### src/rtl/meas_scan_pkg.sv
// Shared constants and FSM encoding for the measurement scan sequencer.
package meas_scan_pkg;
    localparam int CH_W_DEF     = 6;
    localparam int ADC_W_DEF    = 12;
    localparam int MAX_AVG_DEF  = 4;
    localparam int SETTLE_W_DEF = 16;
    localparam int RES_W        = 16;

    localparam logic [2:0] ST_IDLE   = 3'd0;
    localparam logic [2:0] ST_SEL    = 3'd1;
    localparam logic [2:0] ST_SETTLE = 3'd2;
    localparam logic [2:0] ST_CONV   = 3'd3;
    localparam logic [2:0] ST_ACC    = 3'd4;
    localparam logic [2:0] ST_STORE  = 3'd5;
    localparam logic [2:0] ST_FIN    = 3'd6;

    typedef enum logic [2:0] {
        IDLE   = ST_IDLE,
        SEL    = ST_SEL,
        SETTLE = ST_SETTLE,
        CONV   = ST_CONV,
        ACC    = ST_ACC,
        STORE  = ST_STORE,
        FIN    = ST_FIN
    } state_t;

    function automatic logic [2:0] clamp_avg(input logic [2:0] n, input int max_avg);
        return (int'(n) > max_avg) ? 3'(max_avg) : n;
    endfunction
endpackage

### src/rtl/meas_scan_acc.sv
// Per-channel sample accumulator: sums 2^navg_eff samples and normalises by shifting.
module meas_scan_acc
    import meas_scan_pkg::*;
#(
    parameter int ADC_W   = ADC_W_DEF,
    parameter int MAX_AVG = MAX_AVG_DEF
) (
    input  logic             clk,
    input  logic             rst,
    input  logic             clr,
    input  logic             add,
    input  logic [ADC_W-1:0] sample,
    input  logic [2:0]       navg_eff,
    output logic             last,
    output logic [RES_W-1:0] result
);
    localparam int ACC_W = ADC_W + MAX_AVG;
    localparam int CNT_W = MAX_AVG + 1;

    logic [ACC_W-1:0] acc;
    logic [ACC_W-1:0] shifted;
    logic [CNT_W-1:0] cnt;
    logic [CNT_W-1:0] target;

    // last is true while the sample being added is the final one of the channel
    assign target  = (CNT_W'(1) << navg_eff) - CNT_W'(1);
    assign last    = (cnt == target);
    assign shifted = acc >> navg_eff;
    assign result  = RES_W'(shifted);

    always_ff @(posedge clk) begin
        if (rst || clr) begin
            acc <= '0;
            cnt <= '0;
        end else if (add) begin
            acc <= acc + ACC_W'(sample);
            cnt <= last ? '0 : cnt + 1'b1;
        end
    end
endmodule

### src/rtl/meas_scan_seq.sv
// Scan sequencer: steps the mux over a channel range, settles, converts and stores one result per channel.
// Averaging is built only when MEAS_SCAN_SEQ_AVG_EN is defined; otherwise one conversion per channel.
module meas_scan_seq
    import meas_scan_pkg::*;
#(
    parameter int CH_W     = CH_W_DEF,
    parameter int ADC_W    = ADC_W_DEF,
    parameter int MAX_AVG  = MAX_AVG_DEF,
    parameter int SETTLE_W = SETTLE_W_DEF
) (
    input  logic                clk,
    input  logic                rst,
    input  logic                start,
    input  logic                abort,
    input  logic [CH_W-1:0]     ch_first,
    input  logic [CH_W-1:0]     ch_last,
    input  logic [SETTLE_W-1:0] settle_cyc,
    input  logic [2:0]          navg,
    output logic [CH_W-1:0]     mux_ch,
    output logic                mux_en,
    output logic                adc_req,
    input  logic                adc_ack,
    input  logic [ADC_W-1:0]    adc_data,
    output logic                res_wr,
    output logic [CH_W-1:0]     res_addr,
    output logic [RES_W-1:0]    res_data,
    output logic                busy,
    output logic                done,
    output logic                err
);
    state_t              state;
    logic [CH_W-1:0]     ch;
    logic [CH_W-1:0]     last_q;
    logic [SETTLE_W-1:0] settle_q;
    logic [SETTLE_W-1:0] settle_cnt;
    logic [ADC_W-1:0]    sample;
    logic                last_sample;
    logic                unused_navg;

    assign unused_navg = ^clamp_avg(navg, MAX_AVG);

`ifdef MEAS_SCAN_SEQ_AVG_EN
    logic [2:0] navg_q;

    always_ff @(posedge clk) begin
        if (rst)
            navg_q <= '0;
        else if (state == IDLE && start && !abort)
            navg_q <= clamp_avg(navg, MAX_AVG);
    end

    meas_scan_acc #(.ADC_W(ADC_W), .MAX_AVG(MAX_AVG)) u_acc (
        .clk      (clk),
        .rst      (rst),
        .clr      (abort || state == STORE),
        .add      (state == ACC),
        .sample   (sample),
        .navg_eff (navg_q),
        .last     (last_sample),
        .result   (res_data)
    );
`else
    assign last_sample = 1'b1;
    assign res_data    = RES_W'(sample);
`endif

    always_ff @(posedge clk) begin
        if (rst) begin
            state      <= IDLE;
            ch         <= '0;
            last_q     <= '0;
            settle_q   <= '0;
            settle_cnt <= '0;
            sample     <= '0;
            mux_ch     <= '0;
            mux_en     <= 1'b0;
            adc_req    <= 1'b0;
            res_wr     <= 1'b0;
            res_addr   <= '0;
            busy       <= 1'b0;
            done       <= 1'b0;
            err        <= 1'b0;
        end else begin
            done   <= 1'b0;
            res_wr <= 1'b0;
            // abort outranks everything, including a start arriving in IDLE
            if (abort && state != IDLE) begin
                state   <= IDLE;
                busy    <= 1'b0;
                mux_en  <= 1'b0;
                adc_req <= 1'b0;
            end else begin
                case (state)
                    IDLE: if (start && !abort) begin
                        last_q   <= ch_last;
                        settle_q <= settle_cyc;
                        ch       <= ch_first;
                        if (ch_first > ch_last) begin
                            err  <= 1'b1;
                            done <= 1'b1;
                        end else begin
                            err    <= 1'b0;
                            busy   <= 1'b1;
                            mux_en <= 1'b1;
                            mux_ch <= ch_first;
                            state  <= SEL;
                        end
                    end
                    SEL: if (settle_q == '0) begin
                        adc_req <= 1'b1;
                        state   <= CONV;
                    end else begin
                        settle_cnt <= settle_q;
                        state      <= SETTLE;
                    end
                    SETTLE: if (settle_cnt == SETTLE_W'(1)) begin
                        adc_req <= 1'b1;
                        state   <= CONV;
                    end else begin
                        settle_cnt <= settle_cnt - 1'b1;
                    end
                    CONV: if (adc_ack) begin
                        sample  <= adc_data;
                        adc_req <= 1'b0;
                        state   <= ACC;
                    end
                    ACC: if (last_sample) begin
                        res_wr   <= 1'b1;
                        res_addr <= ch;
                        state    <= STORE;
                    end else begin
                        adc_req <= 1'b1;
                        state   <= CONV;
                    end
                    // equality stop means ch_last at the top of the range never wraps
                    STORE: if (ch == last_q) begin
                        done   <= 1'b1;
                        busy   <= 1'b0;
                        mux_en <= 1'b0;
                        state  <= FIN;
                    end else begin
                        ch     <= ch + 1'b1;
                        mux_ch <= ch + 1'b1;
                        state  <= SEL;
                    end
                    FIN:     state <= IDLE;
                    default: state <= IDLE;
                endcase
            end
        end
    end
endmodule

### config.mk
export PLATFORM = sky130hd
export DESIGN_NAME = meas_scan_seq
export DESIGN_NICKNAME = d
export VERILOG_FILES = /design/src/rtl/meas_scan_pkg.sv /design/src/rtl/meas_scan_acc.sv /design/src/rtl/meas_scan_seq.sv
export SDC_FILE = /design/constraint.sdc
export NUM_CORES = 1
export LEC_CHECK = 0
export ABC_AREA = 1
export CAP_MARGIN = 20
export CORE_ASPECT_RATIO = 1.1
export CORE_UTILIZATION = 50
export CTS_BUF_LIST = sky130_fd_sc_hd__clkbuf_8
export CTS_CLUSTER_DIAMETER = 150
export DETAILED_ROUTE_END_ITERATION = 10
export GPL_TIMING_DRIVEN = 0
export PLACE_DENSITY = 0.78
export SYNTH_ARGS = -nofsm -noshare
export SYNTH_HDL_FRONTEND = slang
export SYNTH_SLANG_ARGS = --single-unit
### constraint.sdc
create_clock -name clk -period 1.9 [get_ports clk]
set_input_delay 0.19 -clock clk [delete_from_list [all_inputs] [get_ports clk]]
set_output_delay 0.19 -clock clk [all_outputs]
set_load 0.01 [all_outputs]
# Yosys cells after proc, flatten, opt, wreduce, memory -nomap -nowiden
# Cells that the tools add are included.
# classes
order_cmp,1
add_sub_neg,2
n_eq_ne,16
bitwise_logic,1
muxes,29
reduce_logical,19
# ops
operator,count
$mux 16,2
$pmux 16 s2,1
$mux 6,4
$pmux 6 s2,2
$reduce_and 4->1,5
$ne 2x2->1 const B,9
$pmux 3 s6,1
$eq 16x1->1 const B,1
$logic_not 16->1,1
$sub 16x1->16 const B,1
$mux 3,5
$mux 1,11
$add 6x1->6 const B,1
$eq 3x2->1 const B,2
$eq 3x3->1 const B,2
$eq 6x6->1,1
$gt 6x6->1,1
$reduce_and 3->1,2
$reduce_bool 3->1,2
$reduce_and 5->1,1
$pmux 1 s2,2
$reduce_bool 2->1,2
$eq 3x1->1 const B,1
$logic_not 3->1,1
6 further kinds,7
# totals
ff_bits,76
out_inout_bits,34
word_cells,81

# Logic depth before layout (Yosys ltp)
# Gate-level depths: netlist (run 1).
# depth
word_depth,4
mapped_depth,12
ltp_nobuf,11

# Worst setup path after synthesis (run 1)
# Ideal clock, no wire load.
# synth_path
path_kind,input to register
from,input port ch_last[5]
to,register mux_ch[5]
t_arrival_ns,1.294
stages,9
n_path_buf,0
slack_ns,0.493
cell_sequence,inv_1 -> ha_1 -> nand2_1 -> nor2_1 -> a21oi_1 -> nand2_1 -> nand3_2 -> nor2_1 -> nor2_1
# synth_via
elab_chain_cells,3
# synth_rtl
element,line_no,text
from (decl),meas_scan_seq.sv:16,"input logic [CH_W-1:0] ch_last,"
$gt 6x6->1,meas_scan_seq.sv:98,if (ch_first > ch_last) begin
$ne 2x2->1 (no source line),--,
$reduce_and 5->1 (no source line),--,
to (signal assigned),meas_scan_seq.sv:105,mux_ch <= ch_first;
to (signal assigned),meas_scan_seq.sv:143,mux_ch <= ch + 1'b1;
to (decl),meas_scan_seq.sv:19,"output logic [CH_W-1:0] mux_ch,"
# No other way between the ends.
# A chain may end at the register's enable or synchronous reset.

# Worst setup path after layout (run 1)
# layout_path
from,input port ch_last[4]
to,register mux_ch[5]
# The elaborated chain is that of the path after synthesis.

==> results summary, run 1 <==
The flow ran to the end, and the final reports show no timing, DRC or antenna violations. The critical path ends at mux_ch[5]$_SDFFE_PP0P_. The final layout contains routed wiring with a total length of 10.74 mm. The startpoint identified for the worst register-to-register timing path is settle_cnt[0]$_SDFFE_PP0P_. The critical path launch point is ch_last[4].

The number of inserted filler cells in the final layout is around 740. The achievable clock frequency came out at 0.5770 GHz. The area of the core region is 7913 µm². Of the available clock period, the critical path in the final layout requires 0.9121. After clock tree synthesis, the clock-pin slew on the worst setup and hold paths is 0.08 ns. The die footprint is around 8500 µm². The worst path required time is around 2.2 ns.

The critical path goes through clkdlybuf4s50_1 -> inv_1 -> ha_1 -> nand2_1 -> nor2_1 -> a21oi_1 -> nand2_2 -> nand3_2 -> nand2_1 -> nand2_1 -> nor2_1. The biggest area consumer among synthesized cells is dfxtp_1. The final period demand of the worst path is 1.733 ns.

The layout-stage area growth over the synthesis result came out at 26.53%. The placement-stage worst setup slack came out at -0.2746 ns. The clock latency on the worst-skew pair came out at 0.35 ns. The total of buffers placed on input and output ports came out at 73.

The initial antenna violation count is 0. The worst setup path is captured at a register. For this run, the share of the core covered by cells in the final layout is 0.6524.

The delay of the slowest cell on the worst path came out at 0.46 ns. At the end of routability-driven placement, the weighted congestion stood at 0.9286. The number of detailed-route iterations in the first pass came out at 5. The initial utilization of the core area, before any placement, comes to 0.5157.

The proportion of layout cells with a drive suffix above 1 came out at 0.09650. The number of remaining DRC errors came out at 0. The worst path arrival time came out at 2.02 ns. The cell that appears most often on the critical path is nand2_1.

The number of pins with negative max-slew slack in the final report is 0. The worst-case IR drop observed on VDD is 517.4 µV. The library cell used most frequently in the layout, excluding fill and tap cells, is nand2_1.

The category of the most critical setup path is input port to register. The number of buffers added by the clock tree synthesis step is 9. The proportion of netlist area held by the largest area contributor came out at 0.3729.

STA classifies the critical path startpoint as an input port. The worst hold slack after final layout came out at around 0.24 ns. Along the worst path, the maximum fanout reaches 9. Across all setup checks in the final design, the least slack found is 0.1669 ns.

The synthesized netlist contains 33 unique library cells. Using the TritonRoute via totals, the vias-per-cell ratio works out to just over 5. The capturing point of the worst reg2reg path is settle_cnt[12]$_SDFFE_PP0P_.

The routed layout has 4,171 vias. The total track usage is 0.2674. After global routing the overflow that remains totals 0. After legalization and detailed placement, the total HPWL measured 8.372 mm.

After technology mapping, the gate count stands at a little over 600. The root buffer cell chosen for the clock tree is clkbuf_8. The analysis attributes to cell leakage a power of about 0.0023 µW. The power per cell area came out at approximately 1000 nW/µm². The cell type of the slowest stage on the worst timing path is clkdlybuf4s50_1.

The vertical die dimension came out at 96.75 µm. For this run, the register share of the synthesized area comes to 0.3729. The post-synthesis area per instance is 6.549 µm². The mapped netlist covers 4080 µm². The number of nets still failing antenna checks after routing is 0. The wire length of the first global-routing pass is 17.91 mm.

The synthesized flop and latch total came out at 76. By area the synthesized netlist is led by dfxtp_1 (37%), nand2_1 (14%), nor2_1 (11%). The hold violation total from the final report is 0. The class of the tightest hold or removal check is input port to register.

The die is about 90 µm wide. The average wire per cell in the routed design is 13.05 µm. In this run the core area contains 34 standard-cell rows. The area of placed instances came out at 4957 µm². The clock tree from TritonCTS is yes. The number of failing setup endpoints in the final timing report is 0. Max-cap violations in this run came to 0. Summing all flip-flop and latch instances after layout gives 1521 µm².

The design area is around 5200 µm². Setup repair after global routing left no endpoint under its margin. The worst slew margin relative to its limit is 0.6320. Summing all multi-input logic gate instances after layout gives 2156 µm². The count of boundary I/O pins is 82. The clock skew after layout came out at about 0.01 ns. The number of cells on the worst reg-to-reg path is 10. 0 antenna diodes ended up in the layout. Entering global routing, the biggest net connects 15 pins.

The Yosys step of the flow raised 0 warnings. After the last flow step, the layout net total stands at roughly 770. The register-to-register setup slack is 0.19 ns. The number of global-route vias before repair came to between 4,000 and 5,000. The number of buffers on the longest clock path came out at 2. The number of H-tree levels came out at 3. The DRC marker count from the first detailed-route iteration is 261.

The pin slew with the least headroom to its limit is 0.5521 ns. Clock tree synthesis found a total of 76 sinks. In the layout the commonest cells are nand2_1 (152), nor2_1 (118), dfxtp_1 (76), clkdlybuf4s50_1 (73), inv_1 (58).
area by class of cell:
class | instances | area share
well taps | 108 | 0.02618
inverters | 67 | 0.04872
clock buffers | 9 | 0.02399
repair buffers | 73 | 0.1415
flip-flops and latches | 76 | 0.2947
multi-input cells | 456 | 0.4176
plain buffers | 27 | 0.03248
clock inverters | 7 | 0.01478
synthesized netlist by cell type:
| cell | instances |
|---|---|
| conb_1 | 1 |
| o21a_1 | 1 |
| inv_1 | 58 |
| buf_6 | 4 |
| o21ai_0 | 52 |
| dfxtp_1 | 76 |
| clkinv_1 | 1 |
| a21oi_2 | 1 |
| a21oi_1 | 37 |
| a21boi_0 | 1 |
| nand3_2 | 2 |
| xor2_1 | 5 |
| nand2_1 | 153 |
| buf_2 | 4 |
| o21bai_1 | 2 |
| buf_4 | 8 |
| xnor2_1 | 2 |
| ha_1 | 9 |
| nand4_4 | 1 |
| or2_2 | 1 |
| nand2_4 | 2 |
| inv_2 | 8 |
| nand2_2 | 8 |
| o21ai_1 | 1 |
| a31oi_1 | 2 |
| nor3_2 | 1 |
| nor2_4 | 5 |
| clkbuf_1 | 10 |
| nor2_2 | 5 |
| nand4_1 | 9 |
| nor2_1 | 119 |
| nand3_1 | 33 |
| clkbuf_2 | 1 |
sequential cells by signal, indices dropped and copies added (netlist names), 3 cells and up:
name / cells
last_q: 6
ch: 6
settle_q: 16
state: 3
mux_ch: 6
sample: 12
res_addr: 6
settle_cnt: 16
per-stage QoR:
| step | total power (µW) | setup TNS, ns | cells |
|---|---|---|---|
| finish | 5352 | 0 | 823 |
| global route | 5715 | 0 | 823 |
| CTS | 5327 | 0 | 823 |
| detailed placement | 4085 | -2.790 | 807 |
| global placement | 4000 | -2.110 | 807 |
| floorplan | 3473 | 0 | 626 |
kinds of logic after synthesis:
| group | after synthesis | share of synthesized area |
|---|---|---|
| compound gates | 97 | 0.1230 |
| other cells | 1 | 0.0009191 |
| xor+xnor | 7 | 0.01503 |
| buf+inv | 94 | 0.1027 |
| flops | 76 | 0.3729 |
| fa+ha+maj | 9 | 0.02760 |
| simple gates | 339 | 0.3579 |
worst max-delay path, delay by kind of cell:
kind                       cells  cell delay, ns
AOI/OAI and AO/OA              1            0.11
adders and majority gates      1            0.31
buffers and inverters          2            0.53
and+or+nand+nor                7            0.88
per-layer routing:
metal	part of all wire	vias up	GRT usage	wire length, µm
met5	0	-	0	0
met4	0.038	0	0.1452	410
met3	0.049	33	0.03669	530
met2	0.49	132	0.4574	5274
met1	0.42	1877	0.3165	4526
li1	-	2129	-	-
how the worst min path moves through the flow:
| stage | startpoint | end | slack, ns | depth (start not counted) |
|---|---|---|---|---|
| after floorplan | ch_last[0] | last_q[0]$_SDFFE_PP0P_ | 0.32 | 2 |
| after global placement | res_addr[5]$_SDFFE_PP0P_ | res_addr[5]$_SDFFE_PP0P_ | 0.45 | 2 |
| after detailed placement | adc_req$_SDFFE_PP0P_ | adc_req$_SDFFE_PP0P_ | 0.45 | 1 |
| after CTS | rst | ch[0]$_SDFFE_PP0P_ | 0.24 | 2 |
| after global routing | rst | ch[0]$_SDFFE_PP0P_ | 0.25 | 2 |
| final | rst | ch[0]$_SDFFE_PP0P_ | 0.24 | 2 |
timing repair:
action | 4_1_cts | 5_1_grt
setup endpoints to repair | 0 | 10
hold buffers | 0 | 0
endpoints found under the hold margin | 0 | 0
resized for setup | 0 | 2
buffers inserted | 0 | 0
power breakdown:
group,switching (µW),total (µW),internal (µW)
logic,1290,2110,815
registers,202,1990,1790
clock network,638,1250,613
(Power assumes the default switching activity.)
==> run 2: changes to the inputs <==
--- a/config.mk
+++ b/config.mk
@@ -6,6 +6,7 @@
 export NUM_CORES = 1
 export LEC_CHECK = 0
 export ABC_AREA = 1
+export ABC_CLOCK_PERIOD_IN_PS = 1900
 export CAP_MARGIN = 20
 export CORE_ASPECT_RATIO = 1.1
 export CORE_UTILIZATION = 50
==> results of run 2 <==
Same layout as run 1: the final DEF is identical, and so are final timing and power.
==> run 3: changes to the inputs <==
--- a/config.mk
+++ b/config.mk
@@ -9,12 +9,12 @@
 export ABC_CLOCK_PERIOD_IN_PS = 1900
 export CAP_MARGIN = 20
 export CORE_ASPECT_RATIO = 1.1
-export CORE_UTILIZATION = 50
+export CORE_UTILIZATION = 54
 export CTS_BUF_LIST = sky130_fd_sc_hd__clkbuf_8
-export CTS_CLUSTER_DIAMETER = 150
+export CTS_CLUSTER_DIAMETER = 40
 export DETAILED_ROUTE_END_ITERATION = 10
 export GPL_TIMING_DRIVEN = 0
-export PLACE_DENSITY = 0.78
+export PLACE_DENSITY = 0.83
 export SYNTH_ARGS = -nofsm -noshare
 export SYNTH_HDL_FRONTEND = slang
 export SYNTH_SLANG_ARGS = --single-unit
==> run 3 against run 2 <==
The run now ends with design-rule violations left. Clock skew fell by 0.0010 ns. Setup slack improved by 0.031 ns. Sequential cell count did not move. Combinational power barely moved. Global-route usage rose by 1.9 points. Design area fell by 1.0%. Sequential share of layout area rose by 0.31 points. Critical endpoint is now state[2]$_SDFFE_PP0P_. Largest cell class unchanged. Largest power group unchanged.
==> results summary, run 3 (same netlist as run 1, synthesis figures left out) <==
The flow ran to the end, but the final reports show violations. The checks that failed: design-rule violations. TritonCTS built the clock tree. The worst path required time is 2.20 ns (about the same). The die footprint came out at 7908 µm² (-7.3%). The sink of the worst hold path is ch[0]$_SDFFE_PP0P_. The number of failing setup endpoints in the final timing report came out at 0 (unchanged). The global placer's final weighted congestion is 0.9280 (about the same).

The number of cells on the worst hold path is 2 (unchanged). The overall power is 5162 µW (-3.5%). The aggregate global routing overflow came out at 0 (unchanged). The achievable clock frequency came to 0.5876 GHz (+1.8%). The hold violation total from the final report came to 0 (unchanged). The critical path is of the input port to register type. The initial core utilization came out at 0.5693 (+0.05365).

In this run the worst hold path is classified as input port to register. The final period demand of the worst path is 1.702 ns (-0.03113 ns). The worst register-to-register path begins at ch[4]$_SDFFE_PP0P_. The maximum vdd drop came out at 526.5 µV (+1.8%). The total area of multi-input combinational cells came to 2163 µm² (+0.35%). The number of max-cap violations came out at 0 (unchanged).

The detailed-route wire length was 10.65 mm (-0.84%). The die width is 84.88 µm (-3.7%). The clock slew at the register clock pins of the worst setup and hold paths is 0.08 ns (about the same). The largest registers in the layout are settle_cnt (16), settle_q (16), sample (12). The layout-stage area growth over the synthesis result is 25.21%. The total of buffers placed on input and output ports came out at 73 (unchanged). The vertical die dimension is 93.17 µm (-3.7%). The most common library cell in the layout ignoring fill and taps is nand2_1. The least setup slack across all paths after layout is 0.1981 ns (+0.03113 ns). The maximum number of pins on one net before global-route repair came to 14 (-1). The number of buffers inserted to repair setup after CTS is 0 (unchanged). The clock skew after layout came out at 0.008728 ns (-0.001004 ns). The design area came out at 5109 µm² (-1.0%). The register-to-register setup slack was 0.21 ns (+0.02 ns). The detailed placement HPWL was 8.120 mm (-3.0%). The total number of clock tree sinks came to 76 (unchanged). The initial antenna violation count is 0 (unchanged).

The worst hold slack after final layout came out at 0.2164 ns (-0.02060 ns). The number of cells traversed by the worst register-to-register path came to 9 (-1). The proportion of layout cells with a drive suffix above 1 is 0.09371 (-0.002797). The count of nets after finishing came out at 767 (unchanged). The average wire per cell in the routed design came out at 13.32 µm (+2.0%). The number of buffers on the longest clock path was 2 (unchanged). The worst setup path is launched from an input port.

The cell row count is 32 (-5.9%). The number of pins with negative max-slew slack in the final report is 0 (unchanged). The number of buffers added by the clock tree synthesis step is 9 (unchanged). The clock latency on the worst-skew pair came out at 0.36 ns (about the same). CTS placed an instance of clkbuf_8 at the clock tree root. The wire length of the first global-routing pass is 17.87 mm (-0.23%). The largest fanout on the critical path was 8 (-1). The number of global-route vias before repair came to 3,978 (-2.2%). The static leakage power is 0.002263 µW (-0.47%). The total track usage came out at 0.2867 (+0.01937). The DRC marker count from the first detailed-route iteration came out at 248 (-5.0%). The number of hold buffers added after cts came out at 0 (unchanged).

The number of H-tree levels came to 3 (unchanged). The via total after detailed routing is 4,226 (+1.3%). The worst path arrival time is 2.00 ns (-0.02 ns). The startpoint identified for the worst hold timing path is rst. The number of remaining DRC errors came out at 3 (+3). Setup repair after global routing left no endpoint under its margin. The worst slew margin relative to its limit is 0.5702 (-0.06173). The register cell area after layout is 1521 µm² (unchanged). The worst setup path is captured at a register.

The number of inserted filler cells in the final layout was 620 (-16%). The pin slew with the least headroom to its limit was 0.6447 ns (+0.09259 ns). The power per cell area is 1010 nW/µm² (-2.5%). Leaving out fill and tap cells, the most frequent cells in the layout are nand2_1 (152), nor2_1 (118), dfxtp_1 (76), clkdlybuf4s50_1 (73), inv_1 (60). The number of detailed-route iterations in the first pass came out at 8 (+3). The final antenna diode count came out at 0 (unchanged). The total negative slack came to 0 ns (unchanged). The area of placed instances is 4928 µm² (-0.58%). The count of boundary I/O pins is 82 (unchanged). The number of nets still failing antenna checks after routing came to 0 (unchanged). In this run the critical register-to-register path is captured at ch[2]$_SDFFE_PP0P_. The share of the clock period used by the worst path came to 0.8958 (-0.01638). The detail-routed via count per cell came out at 5.283 (+4.2%).

The area of the core region is 7167 µm² (-9.4%). The placement-stage worst setup slack is -0.2929 ns (-0.01824 ns).
==> run 3: cell count changes in the layout (fill, tap and decap cells not counted), sizes merged <==
cell,delta
clkinv,-2
bufinv,-1
clkinvlp,+1
inv,+2
==> run 3: area by class of cell <==
cell class | count | share of cell area
Timing Repair Buffer | 73 | 0.1430
Tap cell | 85 | 0.02082
Inverter | 67 | 0.04923
Clock inverter | 7 | 0.008572
Buffer | 27 | 0.03282
Sequential cell | 76 | 0.2978
Clock buffer | 9 | 0.02425
Multi-Input combinational cell | 456 | 0.4235
==> run 3: worst max-delay path, cell delays in order <==
cell and delay (ns):
clkdlybuf4s50_1 0.45, inv_1 0.05, ha_1 0.31, nand2_1 0.06
nor2_1 0.15, a21oi_1 0.12, nand2_2 0.20, nand2_1 0.08
nor2_1 0.17, o21ai_0 0.11, nor2_1 0.11
==> run 3: repair_timing <==
action | 4_1_cts | 5_1_grt
endpoints found under the hold margin | 0 | 0
gates resized for setup | 0 | 3
endpoints found under the setup margin | 0 | 10
==> run 3: metrics by stage <==
step,cells,utilization
2_1_floorplan,626,-
3_3_place_gp,784,0.6877
3_5_place_dp,784,0.6877
4_1_cts,800,0.7111
5_1_grt,800,0.7128
6_report,800,0.7128
==> run 3: report_power, final <==
group | leakage [µW] | switching (µW) | total (µW) | internal (µW)
Sequential | 0.000620 | 196 | 1990 | 1790
Combinational | 0.00156 | 1270 | 2080 | 815
Clock | 0.0000842 | 626 | 1090 | 466
Total | 0.00226 | 2090 | 5160 | 3070
==> run 3: worst max path at each step <==
| stage | start | endpoint | slack [ns] | cells past startpoint |
|---|---|---|---|---|
| finish | ch_last[5] | state[2]$_SDFFE_PP0P_ | 0.20 | 11 |
| global route | ch_last[3] | state[2]$_SDFFE_PP0P_ | 0.01 | 11 |
| CTS | ch_last[5] | mux_ch[2]$_SDFFE_PP0P_ | 0.09 | 12 |
| detailed placement | ch_last[5] | mux_ch[2]$_SDFFE_PP0P_ | -0.29 | 12 |
| global placement | ch_last[5] | mux_ch[1]$_SDFFE_PP0P_ | -0.22 | 12 |
| floorplan | ch_last[5] | mux_ch[5]$_SDFFE_PP0P_ | 0.49 | 9 |
==> run 3: per-layer routing <==
metal	routed length, µm	vias up	track usage
met5	0	-	0
met1	4379	1923	0.3177
met4	277	0	0.1342
li1	-	2131	-
met3	616	23	0.05472
met2	5379	149	0.5278
